<file path="config.mk">
export PLATFORM = sky130hd
export DESIGN_NAME = armleocpu_axi_memcpy
export DESIGN_NICKNAME = d
export VERILOG_FILES = /design/src/rtl/armleocpu_axi_memcpy.sv
export SDC_FILE = /design/constraint.sdc
export NUM_CORES = 1
export LEC_CHECK = 0
export CELL_PAD_IN_SITES_DETAIL_PLACEMENT = 2
export CELL_PAD_IN_SITES_GLOBAL_PLACEMENT = 2
export CORE_MARGIN = 5
export CORE_UTILIZATION = 45
export DETAILED_ROUTE_END_ITERATION = 10
export PLACE_DENSITY_LB_ADDON = 0.25
export REMOVE_ABC_BUFFERS = 1
export SLEW_MARGIN = 5
export SYNTH_ARGS = -nofsm -noshare
export SYNTH_HDL_FRONTEND = slang
export SYNTH_SLANG_ARGS = --single-unit
</file>
<file path="constraint.sdc">
create_clock -name clk -period 12.3 [get_ports clk]
set_clock_uncertainty 0.2 [all_clocks]
set_input_delay 1.845 -clock clk [delete_from_list [all_inputs] [get_ports clk]]
set_output_delay 1.845 -clock clk [all_outputs]
set_load 0.1 [all_outputs]
</file>
<file path="src/rtl/armleocpu_axi_memcpy.sv">
// AXI4 block-copy initiator: read a chunk into a local buffer, then write it out.
// Define ARMLEOCPU_MEMCPY_4K_SPLIT_EN to also split chunks at 4 KB boundaries.
module armleocpu_axi_memcpy #(
  parameter int ADDR_WIDTH = 32,
  parameter int ID_WIDTH   = 4,
  parameter int AXI_ID     = 0,
  parameter int MAX_BURST  = 16
) (
  input  logic                  clk,
  input  logic                  rst_n,
  input  logic                  cmd_valid,
  output logic                  cmd_ready,
  input  logic [ADDR_WIDTH-1:0] cmd_src,
  input  logic [ADDR_WIDTH-1:0] cmd_dst,
  input  logic [15:0]           cmd_words,
  output logic                  done_valid,
  output logic                  done_err,
  output logic                  axi_arvalid,
  input  logic                  axi_arready,
  output logic [ADDR_WIDTH-1:0] axi_araddr,
  output logic [7:0]            axi_arlen,
  output logic [2:0]            axi_arsize,
  output logic [1:0]            axi_arburst,
  output logic [ID_WIDTH-1:0]   axi_arid,
  input  logic                  axi_rvalid,
  output logic                  axi_rready,
  input  logic [1:0]            axi_rresp,
  input  logic                  axi_rlast,
  input  logic [31:0]           axi_rdata,
  input  logic [ID_WIDTH-1:0]   axi_rid,
  output logic                  axi_awvalid,
  input  logic                  axi_awready,
  output logic [ADDR_WIDTH-1:0] axi_awaddr,
  output logic [7:0]            axi_awlen,
  output logic [2:0]            axi_awsize,
  output logic [1:0]            axi_awburst,
  output logic [ID_WIDTH-1:0]   axi_awid,
  output logic                  axi_wvalid,
  input  logic                  axi_wready,
  output logic [31:0]           axi_wdata,
  output logic [3:0]            axi_wstrb,
  output logic                  axi_wlast,
  input  logic                  axi_bvalid,
  output logic                  axi_bready,
  input  logic [1:0]            axi_bresp,
  input  logic [ID_WIDTH-1:0]   axi_bid
);

  localparam int IW = (MAX_BURST > 1) ? $clog2(MAX_BURST) : 1;
  localparam logic [16:0] MB = 17'(MAX_BURST);

  typedef enum logic [2:0] {
    IDLE, AR, R, AW, W, B, DONE
  } state_t;

  state_t                state_q;
  logic [ADDR_WIDTH-1:0] src_q, dst_q;
  logic [15:0]           rem_q;
  logic [IW-1:0]         beat_q;
  logic                  err_q;
  logic                  cmd_ready_q, done_valid_q, done_err_q;
  logic                  arvalid_q, rready_q;
  logic                  awvalid_q, wvalid_q, bready_q;
  logic [31:0]           buf_q [MAX_BURST];
  logic [16:0]           chunk_d;
  logic                  last_d, rerr_d, berr_d;
  logic                  unused_ids;

`ifdef ARMLEOCPU_MEMCPY_4K_SPLIT_EN
  logic [10:0] src_room, dst_room;
  assign src_room = 11'h400 - {1'b0, src_q[11:2]};
  assign dst_room = 11'h400 - {1'b0, dst_q[11:2]};
  always_comb begin
    chunk_d = {1'b0, rem_q};
    if (chunk_d > MB) chunk_d = MB;
    if (chunk_d > {6'd0, src_room}) chunk_d = {6'd0, src_room};
    if (chunk_d > {6'd0, dst_room}) chunk_d = {6'd0, dst_room};
  end
`else
  always_comb begin
    chunk_d = {1'b0, rem_q};
    if (chunk_d > MB) chunk_d = MB;
  end
`endif

  assign last_d = ({{(17-IW){1'b0}}, beat_q} == chunk_d - 17'd1);
  assign rerr_d = (axi_rresp != 2'b00);
  assign berr_d = (axi_bresp != 2'b00);

  always_ff @(posedge clk or negedge rst_n) begin
    if (!rst_n) begin
      state_q      <= IDLE;
      src_q        <= '0;
      dst_q        <= '0;
      rem_q        <= '0;
      beat_q       <= '0;
      err_q        <= 1'b0;
      cmd_ready_q  <= 1'b0;
      done_valid_q <= 1'b0;
      done_err_q   <= 1'b0;
      arvalid_q    <= 1'b0;
      rready_q     <= 1'b0;
      awvalid_q    <= 1'b0;
      wvalid_q     <= 1'b0;
      bready_q     <= 1'b0;
    end else begin
      unique case (state_q)
        IDLE: begin
          cmd_ready_q <= 1'b1;
          if (cmd_valid && cmd_ready_q) begin
            cmd_ready_q <= 1'b0;
            src_q       <= cmd_src;
            dst_q       <= cmd_dst;
            rem_q       <= cmd_words;
            err_q       <= 1'b0;
            if (cmd_words == 16'd0) begin
              state_q      <= DONE;
              done_valid_q <= 1'b1;
              done_err_q   <= 1'b0;
            end else begin
              state_q   <= AR;
              arvalid_q <= 1'b1;
            end
          end
        end
        AR: if (axi_arready) begin
          arvalid_q <= 1'b0;
          rready_q  <= 1'b1;
          beat_q    <= '0;
          state_q   <= R;
        end
        R: if (axi_rvalid) begin
          beat_q <= beat_q + 1'b1;
          if (rerr_d) err_q <= 1'b1;
          // A failed or truncated read chunk is never written out
          if (axi_rlast) begin
            rready_q <= 1'b0;
            if (err_q || rerr_d || !last_d) begin
              err_q        <= 1'b1;
              state_q      <= DONE;
              done_valid_q <= 1'b1;
              done_err_q   <= 1'b1;
            end else begin
              state_q   <= AW;
              awvalid_q <= 1'b1;
            end
          end
        end
        AW: if (axi_awready) begin
          awvalid_q <= 1'b0;
          wvalid_q  <= 1'b1;
          beat_q    <= '0;
          state_q   <= W;
        end
        W: if (axi_wready) begin
          beat_q <= beat_q + 1'b1;
          if (last_d) begin
            wvalid_q <= 1'b0;
            bready_q <= 1'b1;
            state_q  <= B;
          end
        end
        B: if (axi_bvalid) begin
          bready_q <= 1'b0;
          src_q    <= src_q + (ADDR_WIDTH'(chunk_d) << 2);
          dst_q    <= dst_q + (ADDR_WIDTH'(chunk_d) << 2);
          rem_q    <= rem_q - chunk_d[15:0];
          if (berr_d) err_q <= 1'b1;
          if (berr_d || rem_q == chunk_d[15:0]) begin
            state_q      <= DONE;
            done_valid_q <= 1'b1;
            done_err_q   <= err_q || berr_d;
          end else begin
            state_q   <= AR;
            arvalid_q <= 1'b1;
          end
        end
        DONE: begin
          done_valid_q <= 1'b0;
          done_err_q   <= 1'b0;
          cmd_ready_q  <= 1'b1;
          state_q      <= IDLE;
        end
        default: state_q <= IDLE;
      endcase
    end
  end

  always_ff @(posedge clk) begin
    if (state_q == R && axi_rvalid) buf_q[beat_q] <= axi_rdata;
  end

  assign cmd_ready   = cmd_ready_q;
  assign done_valid  = done_valid_q;
  assign done_err    = done_err_q;
  assign axi_arvalid = arvalid_q;
  assign axi_araddr  = src_q;
  assign axi_arlen   = chunk_d[7:0] - 8'd1;
  assign axi_arsize  = 3'd2;
  assign axi_arburst = 2'b01;
  assign axi_arid    = ID_WIDTH'(AXI_ID);
  assign axi_rready  = rready_q;
  assign axi_awvalid = awvalid_q;
  assign axi_awaddr  = dst_q;
  assign axi_awlen   = chunk_d[7:0] - 8'd1;
  assign axi_awsize  = 3'd2;
  assign axi_awburst = 2'b01;
  assign axi_awid    = ID_WIDTH'(AXI_ID);
  assign axi_wvalid  = wvalid_q;
  assign axi_wdata   = buf_q[beat_q];
  assign axi_wstrb   = 4'hF;
  assign axi_wlast   = last_d;
  assign axi_bready  = bready_q;
  assign unused_ids  = ^{axi_rid, axi_bid};

endmodule

</file>
==> qor.yml <==
grt_max_degree: 72
min-delay-start: "axi_araddr[0]"
cp_slowest_cell: "sky130_fd_sc_hd__clkdlybuf4s50_1"
synth_edf_count: 512
total_setup_violations_reported_at_the_end_of_the_flow: 0
grt_pass1_wl_um: 127000
sum_neg_setup_slack_ps: 0
timing.slew.headroom_pct: 12.85
critical_path_arrival_ps: 4930
outcome: "finished clean"
postLayoutCoreUtil_pct: 54.74
power_switching_share_pct: 43.44
max_slew.worst_pin.slew_ps: 1301
clock.fmax_mhz: 143.3
timing.critical_path.slowest_cell_delay_ps: 1230
cts_max_level: 3
cts-root-buf: "sky130_fd_sc_hd__clkbuf_16"
wire_per_inst_um: 31.57
r2r-end: "axi_araddr[30]"
drive_above_1_share_pct: 16.81
power_frac_seq_pct: 32.6
synth-seq-cells: 608
yosysWarnings: 0
cts_inserted_buffers: 67
irDropWorstVdd_mv: 0.2033
p_comb_share_pct: 42.8
cp-start-kind: "flip-flop"
post_route_fraction_of_the_period_consumed_by_the_critical_path_pct: 56.72
worst_slack_ps: 5324
yosysTopAreaCell: "sky130_fd_sc_hd__edfxtp_1"
first_global_vias: 18374
sequential_share_of_the_synthesized_area_pct: 66.40
hold-path-endpoint: "axi_araddr[0]"
fillCellCount: 5183
async_reset_ff_share_pct: 15.79
synth-main-ff-cell: "sky130_fd_sc_hd__edfxtp_1"
count_of_maximum_capacitance_violations: 0
num_io_pins: 276
cell_area_power_density_mw_per_mm2: 255.9
clock-sinks: 608
ys_top_cells_by_area: "sky130_fd_sc_hd__edfxtp_1 57%, sky130_fd_sc_hd__mux4_2 13%, sky130_fd_sc_hd__dfrtp_1 9.0%"
insertion_delay_ps: 600
dr_total_vias: 16729
area_grow_syn2layout_pct: 20.68
critical-path-top-cell-by-count: "sky130_fd_sc_hd__nand2_1"
rsz0062_at_grt: "no"
final_nets: 2095
rows: 89
totalWireLength_um: 86840
reg2reg_from: "rem_q[13]"
timing.final.crit_period_ps: 6976
postRouteAntennaNets: 0
clockPowerShare_pct: 24.6
coreArea_mm2: 0.05902
pre_cts_slack_ps: 5842
stdcell_area_mm2: 0.03231
antenna_found_initial: 6
chipWidth_um: 253.9
timing_hold_violations_final: 0
yosysUniqueCellTypes: 78
dieHeight_um: 253.9
post_cts_resize_count: 0
grt.total_usage_pct: 26.66
cellInternalPower_w: 0.004677
gp_routability_congestion: 0.7997
path_max_fanout: 7
slew_violations: 0
whs_path_depth: 2
initialDrtViolationCount: 1387
dpl_cell_area_mm2: 0.03011
worst_setup_hold_path_clk_slew_ps: 70
place_hpwl_um: 52610
syn_inst: 1661
detail_route.first_pass.iterations: 5
cts.repair_timing.setup_buffer_count: 0
mappedNetlistArea_mm2: 0.02677
grt-ovfl-total: 0
leakage_nw: 10.88
total_switching_power_w: 0.003592
cts_tree: "built"
io_buffers: 245
critPathRequiredTime_ps: 10260
die-area_mm2: 0.06447
syn-mean-instance-area_um2: 16.12
type_of_the_tightest_min_delay_check: "flip-flop to flip-flop"
initial_core_utilization_pct: 45.36
criticalPathCategory: "flip-flop to primary output"
drt-vias-per-instance: 6.081
clockBufferDepth: 3
timing.critical_path.cells: "nor4_2 -> and3_1 -> and2_1 -> nand2_1 -> ha_1 -> nor3_1 -> a21o_1 -> nand2_1 -> a221oi_4 -> clkdlybuf4s50_1"
endpoint_kind: "primary output"
rr_worst_depth: 15
cts_hold_buffers: 0
synth_top_area_share_pct: 57.43
r2r_setup_slack_ps: 6990
remaining_drc_errors: 0
-- layout make-up --
cell class | count | area [µm²] | share of cell area, %
sequential | 608 | 17790 | 55.06
multi-input combinational | 954 | 8631 | 26.71
timing repair buffer | 273 | 2660 | 8.234
clock buffer | 81 | 1813 | 5.612
tap | 773 | 967.2 | 2.994
clock inverter | 41 | 371.6 | 1.150
inverter | 18 | 70.07 | 0.2169
antenna | 3 | 7.507 | 0.02324
-- worst max-delay path: cells and delay by family (launching register included) --
family / cells / cell delay (ps)
adders and majority gates: 1 / 400
AOI/OAI and AO/OA: 2 / 610
DFF: 1 / 410
and+or+nand+nor: 6 / 1670
buffers and inverters: 1 / 1230
-- Yosys cell counts (all sizes together), types with 6 or more instances --
master,n
nor3b,6
or3,18
a21oi,69
and2,15
a311oi,15
nand2b,14
o22ai,11
dfrtp,96
inv,18
xor2,14
edfxtp,512
ha,38
a21o,16
nor2b,13
o21a,14
nand3,35
nor3,39
clkbuf,67
a211oi,20
nand4,12
o21ai,65
mux2i,7
nor4,13
or2,6
o211ai,6
and3,43
a31oi,16
buf,57
mux4,160
and4,6
nor2,81
nand2,87
-- worst max path at each step --
stage | end | from | depth (start not counted)
after floorplan | axi_wlast | beat_q[0] | 2
after global placement | axi_wlast | rem_q[13] | 10
after detailed placement | axi_wlast | rem_q[12] | 10
after CTS | axi_wlast | rem_q[13] | 10
after global routing | axi_wlast | rem_q[13] | 10
final | axi_wlast | rem_q[13] | 10
-- sequential cells by signal, indices dropped and copies added, names as in the netlist --
signal       count
buf_q          512
axi_wvalid       1
err_q            1
done_err         1
done_valid       1
axi_arvalid      1
axi_bready       1
axi_araddr      32
state_q          3
axi_awvalid      1
beat_q           4
cmd_ready        1
axi_rready       1
axi_awaddr      32
rem_q           16
-- routing by layer --
| layer | part of all wire, % | wire (µm) | global-route usage, % |
|---|---|---|---|
| met3 | 5.8 | 5071 | 4.360 |
| met1 | 38 | 33100 | 33.32 |
| met5 | 0.047 | 41 | 0 |
| met2 | 53 | 46190 | 48.02 |
| met4 | 2.8 | 2440 | 7.993 |
-- power groups by stage --
stage / sequential (W) / clock [W] / combinational, W
finish: 0.00270 / 0.00203 / 0.00354
global route: 0.00273 / 0.00217 / 0.00373
CTS: 0.00270 / 0.00207 / 0.00355
detailed placement: 0.00274 / 0 / 0.00350
global placement: 0.00272 / 0 / 0.00341
floorplan: 0.00353 / 0 / 0.00183
-- layout by cell type (no fill, tap or decap), drive strengths merged, types with 15 or more instances in the layout --
cell type	netlist	routed
mux4	160	160
nor2	81	81
and2	15	15
conb	2	45
edfxtp	512	512
dfrtp	96	96
o21ai	65	65
a31oi	16	16
or3	18	18
and3	43	43
clkdlybuf4s50	0	244
a211oi	20	20
nor3	39	39
a311oi	15	15
ha	38	38
a21oi	69	69
clkbuf	67	81
nand3	35	35
nand2	87	87
clkinv	0	29
a21o	16	16
inv	18	24
buf	57	29
-- per-stage QoR --
stage | cells | hold slack [ps] | power (W)
CTS | 2748 | 288.4 | 0.008319
global route | 2749 | 333.4 | 0.008627
detailed placement | 2626 | 272.6 | 0.006240
finish | 2751 | 292.8 | 0.008268
global placement | 2626 | 259.3 | 0.006126
floorplan | 1580 | 316.1 | 0.005355
-- kinds of logic (layout without fill, tap and decap cells) --
kind of cell,Yosys count,in the layout,synth area share [%]
flops,608,608,66.40
simple gates,393,393,7.557
compound gates,289,289,7.202
mux,168,168,13.78
buf+inv,142,413,2.482
fa+ha+maj,40,40,1.926
xor+xnor,19,19,0.6216
other cells,2,48,0.02805
No activity file was read; power rests on OpenSTA's default activity.
